**config.mk**
```make
export PLATFORM = sky130hd
export DESIGN_NAME = btb_update_ctrl
export DESIGN_NICKNAME = d
export VERILOG_FILES = /design/src/rtl/btb_update_ctrl.sv
export SDC_FILE = /design/constraint.sdc
export NUM_CORES = 1
export LEC_CHECK = 0
export CORE_MARGIN = 2
export CORE_UTILIZATION = 65
export CTS_CLUSTER_DIAMETER = 30
export DETAILED_ROUTE_END_ITERATION = 10
export DONT_BUFFER_PORTS = 1
export PLACE_DENSITY = 0.81
export SYNTH_ARGS = -nofsm -noshare
export SYNTH_HDL_FRONTEND = slang
export SYNTH_SLANG_ARGS = --single-unit
```
**constraint.sdc**
```tcl
create_clock -name clk -period 5.52 [get_ports clk]
set_clock_uncertainty 0.2 [all_clocks]
set_input_delay 0.828 -clock clk [delete_from_list [all_inputs] [get_ports clk]]
set_output_delay 0.828 -clock clk [all_outputs]
set_load 0.01 [all_outputs]
```
**src/rtl/btb_update_ctrl.sv**
```systemverilog
// Read-modify-write controller for BTB set storage: applies resolved-branch updates and sequences full flushes.
// Latency: accept at T, storage write at T+3, ready again at T+4; miss-not-taken completes at T+2 with no write.
// Backpressure: upd_ready is high only in IDLE; a flush takes 8 cycles and holds upd_ready low throughout.
module btb_update_ctrl #(
    parameter int NUM_SETS = 8,
    parameter int SET_W    = 128
) (
    input  logic                        clk,
    input  logic                        rst,
    input  logic                        upd_valid,
    output logic                        upd_ready,
    input  logic [31:0]                 upd_pc,
    input  logic [31:0]                 upd_target,
    input  logic                        upd_taken,
    input  logic                        flush,
    output logic [$clog2(NUM_SETS)-1:0] update_index,
    input  logic [SET_W-1:0]            update_set,
    output logic [$clog2(NUM_SETS)-1:0] write_index,
    output logic [SET_W-1:0]            write_set,
    output logic                        write_enable,
    output logic                        upd_done,
    output logic                        upd_hit
);
    localparam int IDX_W = $clog2(NUM_SETS);
    localparam int TAG_W = 32 - IDX_W - 2;

    typedef enum logic [2:0] {
        IDLE,
        LOOKUP,
        MODIFY,
        WRITE,
        FLUSH
    } state_t;

    state_t            state, state_n;
    logic [31:2]       pc_q;
    logic [31:0]       tgt_q;
    logic              taken_q;
    logic [SET_W-1:0]  set_q;
    logic [SET_W-1:0]  wr_set_q;
    logic              hit_q;
    logic [IDX_W-1:0]  flush_cnt;

    logic [63:0]       w0, w1, new_w0, new_w1;
    logic [TAG_W-1:0]  tag;
    logic              hit0, hit1, hit_c, need_wr, lru_new, victim;
    logic              unused_pc_bits;

    assign unused_pc_bits = ^upd_pc[1:0];

    function automatic logic [1:0] ctr_next(input logic [1:0] ctr, input logic taken);
        if (taken)
            ctr_next = (ctr == 2'd3) ? 2'd3 : ctr + 2'd1;
        else
            ctr_next = (ctr == 2'd0) ? 2'd0 : ctr - 2'd1;
    endfunction

    // Set modification: way layout {valid, tag[26:0], target[31:0], ctr[1:0], aux[1:0]}
    always_comb begin
        w0      = set_q[63:0];
        w1      = set_q[127:64];
        tag     = pc_q[31:IDX_W+2];
        hit0    = w0[63] && (w0[62:36] == tag);
        hit1    = w1[63] && (w1[62:36] == tag);
        hit_c   = hit0 || hit1;
        new_w0  = w0;
        new_w1  = w1;
        lru_new = w0[1];
        need_wr = 1'b0;
        victim  = 1'b0;
        if (hit0) begin
            new_w0[3:2] = ctr_next(w0[3:2], taken_q);
            if (taken_q)
                new_w0[35:4] = tgt_q;
            lru_new = 1'b1;
            need_wr = 1'b1;
        end else if (hit1) begin
            new_w1[3:2] = ctr_next(w1[3:2], taken_q);
            if (taken_q)
                new_w1[35:4] = tgt_q;
            lru_new = 1'b0;
            need_wr = 1'b1;
        end else if (taken_q) begin
            if (!w0[63])
                victim = 1'b0;
            else if (!w1[63])
                victim = 1'b1;
            else
                victim = w0[1];
            if (victim)
                new_w1 = {1'b1, tag, tgt_q, 2'b10, 2'b00};
            else
                new_w0 = {1'b1, tag, tgt_q, 2'b10, 2'b00};
            lru_new = ~victim;
            need_wr = 1'b1;
        end
        new_w0[1:0] = {lru_new, 1'b0};
        new_w1[1:0] = 2'b00;
    end

    always_comb begin
        state_n      = state;
        upd_ready    = 1'b0;
        write_enable = 1'b0;
        write_index  = '0;
        write_set    = '0;
        upd_done     = 1'b0;
        upd_hit      = 1'b0;
        case (state)
            IDLE: begin
                upd_ready = 1'b1;
                if (flush)
                    state_n = FLUSH;
                else if (upd_valid)
                    state_n = LOOKUP;
            end
            LOOKUP: state_n = MODIFY;
            MODIFY: begin
                if (need_wr) begin
                    state_n = WRITE;
                end else begin
                    state_n  = IDLE;
                    upd_done = 1'b1;
                end
            end
            WRITE: begin
                write_enable = 1'b1;
                write_index  = pc_q[IDX_W+1:2];
                write_set    = wr_set_q;
                upd_done     = 1'b1;
                upd_hit      = hit_q;
                state_n      = IDLE;
            end
            FLUSH: begin
                write_enable = 1'b1;
                write_index  = flush_cnt;
                if (flush_cnt == IDX_W'(NUM_SETS - 1))
                    state_n = IDLE;
            end
            default: state_n = IDLE;
        endcase
        // Reset overrides everything so an in-flight operation never reaches storage
        if (rst) begin
            upd_ready    = 1'b0;
            write_enable = 1'b0;
            write_index  = '0;
            write_set    = '0;
            upd_done     = 1'b0;
            upd_hit      = 1'b0;
        end
    end

    assign update_index = pc_q[IDX_W+1:2];

    always_ff @(posedge clk) begin
        if (rst) begin
            state     <= IDLE;
            pc_q      <= '0;
            tgt_q     <= '0;
            taken_q   <= 1'b0;
            set_q     <= '0;
            wr_set_q  <= '0;
            hit_q     <= 1'b0;
            flush_cnt <= '0;
        end else begin
            state <= state_n;
            case (state)
                IDLE: begin
                    if (flush) begin
                        flush_cnt <= '0;
                    end else if (upd_valid) begin
                        pc_q    <= upd_pc[31:2];
                        tgt_q   <= upd_target;
                        taken_q <= upd_taken;
                    end
                end
                LOOKUP: set_q <= update_set;
                MODIFY: begin
                    wr_set_q <= {new_w1, new_w0};
                    hit_q    <= hit_c;
                end
                FLUSH: flush_cnt <= flush_cnt + 1'b1;
                default: ;
            endcase
        end
    end

endmodule

```
Yosys cells after proc, flatten, opt, wreduce, memory -nomap -nowiden --
Cells that the tools add are included.
Word-level totals: register bits after elaboration 323, bits of input ports 197, output and inout bits 138, logic and storage cells 88
Cells by class: add/sub/neg operators 5, equal/unequal tests 12, muxes and demuxes 50, bitwise operators 2, reductions and logical operators 11
Operators with widths (count):
- $mux 64 | 6
- $mux 128 | 2
- $mux 34 | 2
- $mux 32 | 2
- $mux 28 | 2
- $eq 27x27->1 | 2
- $mux 1 | 19
- $mux 2 | 8
- $mux 3 | 5
- $pmux 3 s2 | 2
- $pmux 3 s4 | 1
- $eq 3x2->1 const B | 2
- $eq 3x3->1 const B | 2
- $add 2x1->2 const B | 2
- $eq 2x2->1 const B | 2
- $logic_not 2->1 | 2
- $ne 2x2->1 const B | 2
- $reduce_and 2->1 | 2
- $sub 2x1->2 const B | 2
- $add 3x1->3 const B | 1
- $eq 3x1->1 const B | 1
- $logic_not 3->1 | 1
- $ne 3x3->1 const B | 1
- $reduce_and 3->1 | 1
- 6 further kinds | 8

Depth between registers and ports, before layout --
depth after elaboration 9, mapped depth 9, gate-level depth less buffers 6

Worst setup path after synthesis --
Ideal clock, no wire load.
kind in2out, start input rst, end output write_set[100], arrival 1967 ps, data required time 4492 ps, slack 2525 ps, stages 5, path buffers 3, cells stage by stage clkbuf_1 nor2_1 buf_1 clkbuf_1 and2_1
On the way: cells in the longest elaborated chain, start to end 1
Ends and longest elaborated chain:
- start, declared | line 9 | input logic rst,
- $mux 128 | line 143 | if (rst) begin
- end, declared | line 19 | output logic [SET_W-1:0] write_set,
No other way between the ends.

Final worst setup path --
start input rst, end output write_set[67]
The elaborated chain is that of the path after synthesis.

==> metrics.txt <==
outcome finished, final reports clean; cell breakdown of the critical path nor2_4 > buf_12 > and2_1; final setup vio count 0; Clock Sinks 320; FF-to-FF path depth 6; post-synthesis cell count 1789; initial core utilization roughly two thirds; first-pass GRT wire length around 67000 µm; max_slew headroom between 20 and 25%; Synth cell types between 50 and 60; 1st-pass router iterations 6; most common cell after layout, fill and taps aside nand2_1; filler cell count 1615; GRT Util Overall 35.0%; max-cap violations 0; Worst R2R End wr_set_q[105]$_SDFFE_PP0N_; Vias 13198; H-tree Lvls 2; synthesis-to-finish area growth 12.7%; num ports ~340; CP endpoint kind output pin; hold crit path type input port to flop; power after layout around 0.0064 W; Yosys warning total 0; die width 154 µm; fin crit share around three quarters; hold path depth 1; Setup crit start kind input port; Final Max Tran Viols 0; DRT antenna net count 0; Mean Syn Cell Area 8.21 µm²; most frequent cells in the layout nand2_1 (413), dfxtp_1 (319), a21oi_1 (195), and2_1 (160), nor2_1 (77); Post-CTS Setup Bufs 0; Max rail drop VDD roughly 280 µV; DRC Markers 0; number of DRC markers in iteration 0 roughly 1400; post-DR wirelength/cell between 20 and 25 µm; Critical Path RT between 4 and 5 ns; CTS Buffer Depth 3; setup_tns 0 ns; CTS tree built; overflow left after global routing 0; count of input and output buffers 0; Routed WL 43600 µm; HPWL Detailed roughly 26000 µm; vias per inst between 6 and 7; slowest cell on the critical path nor2_4; Die Span Y roughly 150 µm; CP delay by family, top simple AND/OR/NAND/NOR gates; worst reg-to-reg setup slack 1.98 ns; Final GP Congestion approximately 0.88; critical path peak fanout between 200 and 300; NumNets Final about 1900; Design Area, Final 16600 µm²; register bit total from synthesis 320; hold_buf cts 0; post-CTS resize count 0; CP max stage delay 1.16 ns; hold path endpoint set_q[54]$_SDFFE_PP0P_; Buf+Inv Stages, Crit Path 1; Die ar. ~24000 µm²; CP Class input port to output pin; share of the yosys chip area belonging to registers a little over two fifths; antenna violations before repair 1; FF-to-FF Start pc_q[21]$_SDFFE_PP0P_; share of cells above drive strength 1 9.30%; Cell Area, Placed ~14000 µm²; PnR worst setup slack 1.44 ns; Hold Startpoint rst; core area ~22000 µm²; power per cell area 388 nW/µm²; synthesized area roughly 15000 µm²; endpoints failing hold 0; cts bufs inserted 60; highest clock rate around 0.25 GHz; min cycle time layout between 4 and 5 ns; number of global-route vias before repair approximately 13000; Root Buffer clkbuf_16; measured slew at the worst slew-check pin approximately 1.2 ns; # rows 55; largest net degree at the start of global routing 298; clk_lat worst skew about 0.57 ns; LEAKAGE 5.67 nW; clock transition at the registers of the reported paths approximately 0.04 ns; crit path DAT approximately 3.1 ns; RSZ-0062 raised after global routing no; Place WS between 2 and 2.5 ns
power by group:
part           internal (W)  switching [W]  total [W]
clock network       0.00251        0.00121    0.00373
registers           0.00237      0.0000612    0.00243
logic             0.0000929       0.000173   0.000265
total               0.00497        0.00145    0.00642
logic make-up after synthesis:
| family | count (synthesis) | share of synthesized area (%) |
|---|---|---|
| other | 1 | 0.0255 |
| buffers and inverters | 168 | 5.30 |
| muxes | 64 | 4.36 |
| and+or+nand+nor | 722 | 22.3 |
| adders and majority gates | 5 | 0.375 |
| xor gates and xnor gates | 54 | 3.22 |
| DFF | 320 | 43.6 |
| AOI/OAI and AO/OA | 455 | 20.8 |
cell type report:
class | count | area (µm²) | share of cell area, %
inverters | 4 | 15.0 | 0.0907
clock buffers | 77 | 1650 | 9.94
well taps | 285 | 357 | 2.15
flip-flops and latches | 320 | 6410 | 38.7
diodes | 1 | 2.50 | 0.0151
clock inverters | 34 | 438 | 2.64
repair buffers | 15 | 125 | 0.755
multi-input cells | 1303 | 7570 | 45.7
synthesized netlist by cell type (all sizes together):
master	number	area share [%]
nand2	415	11
dfxtp	320	44
a21oi	195	6.6
and2	161	6.9
clkbuf	124	3.2
nor2	81	2.1
mux2i	64	4.4
o21ai	55	1.9
xnor2	49	2.9
buf	40	2.0
a221o	32	2.2
nand3	32	1.1
o22ai	32	1.4
o31a	32	1.9
a211oi	31	1.6
a311oi	30	2.9
a31oi	30	1.3
nand4	12	0.51
nor3	7	0.24
a22oi	5	0.26
nor4	5	0.46
xor2	5	0.30
inv	4	0.10
maj3	3	0.20
o211ai	3	0.15
a21bo	2	0.14
a21o	2	0.10
ha	2	0.17
nand2b	2	0.085
nor4b	2	0.12
o31ai	2	0.10
or2	2	0.085
a21boi	1	0.077
a31o	1	0.060
and3	1	0.043
and4	1	0.060
and4bb	1	0.085
conb	1	0.026
o21a	1	0.10
o311ai	1	0.060
sequential cells by signal (all words and copies together), names as in the netlist:
| register | flops |
|---|---|
| set_q | 125 |
| wr_set_q | 125 |
| tgt_q | 32 |
| pc_q | 30 |
| flush_cnt | 3 |
| state | 3 |
| hit_q | 1 |
| taken_q | 1 |
metal layers:
metal  vias up  track usage (%)  routed length, µm
met5         -                0                  0
met4         0             14.2               1410
met3       104             6.70               4300
met2       777             55.1              20000
met1      6322             47.6              17900
li1       5995                -                  -
worst max path at each step:
stage	from	end	depth (start not counted)	slack [ns]
6_report	rst	write_set[67]	3	1.44
4_1_cts	state[0]$_SDFFE_PP0P_	write_set[51]	5	1.48
3_5_place_dp	state[0]$_SDFFE_PP0P_	write_set[51]	5	2.08
2_1_floorplan	rst	write_set[100]	5	2.52
3_3_place_gp	state[0]$_SDFFE_PP0P_	write_set[70]	5	2.21
5_1_grt	state[0]$_SDFFE_PP0P_	write_set[70]	5	1.31
stage by stage:
| step | std cells | util (%) | hold slack [ns] |
|---|---|---|---|
| after detailed placement | 1927 | 64.5 | 0.245 |
| final | 2039 | 73.8 | 0.133 |
| after floorplan | 1791 | - | 0.236 |
| after CTS | 2038 | 73.8 | 0.145 |
| after global routing | 2039 | 73.8 | 0.125 |
| after global placement | 1927 | 64.5 | 0.241 |
No activity file was read; power rests on OpenSTA's default activity.
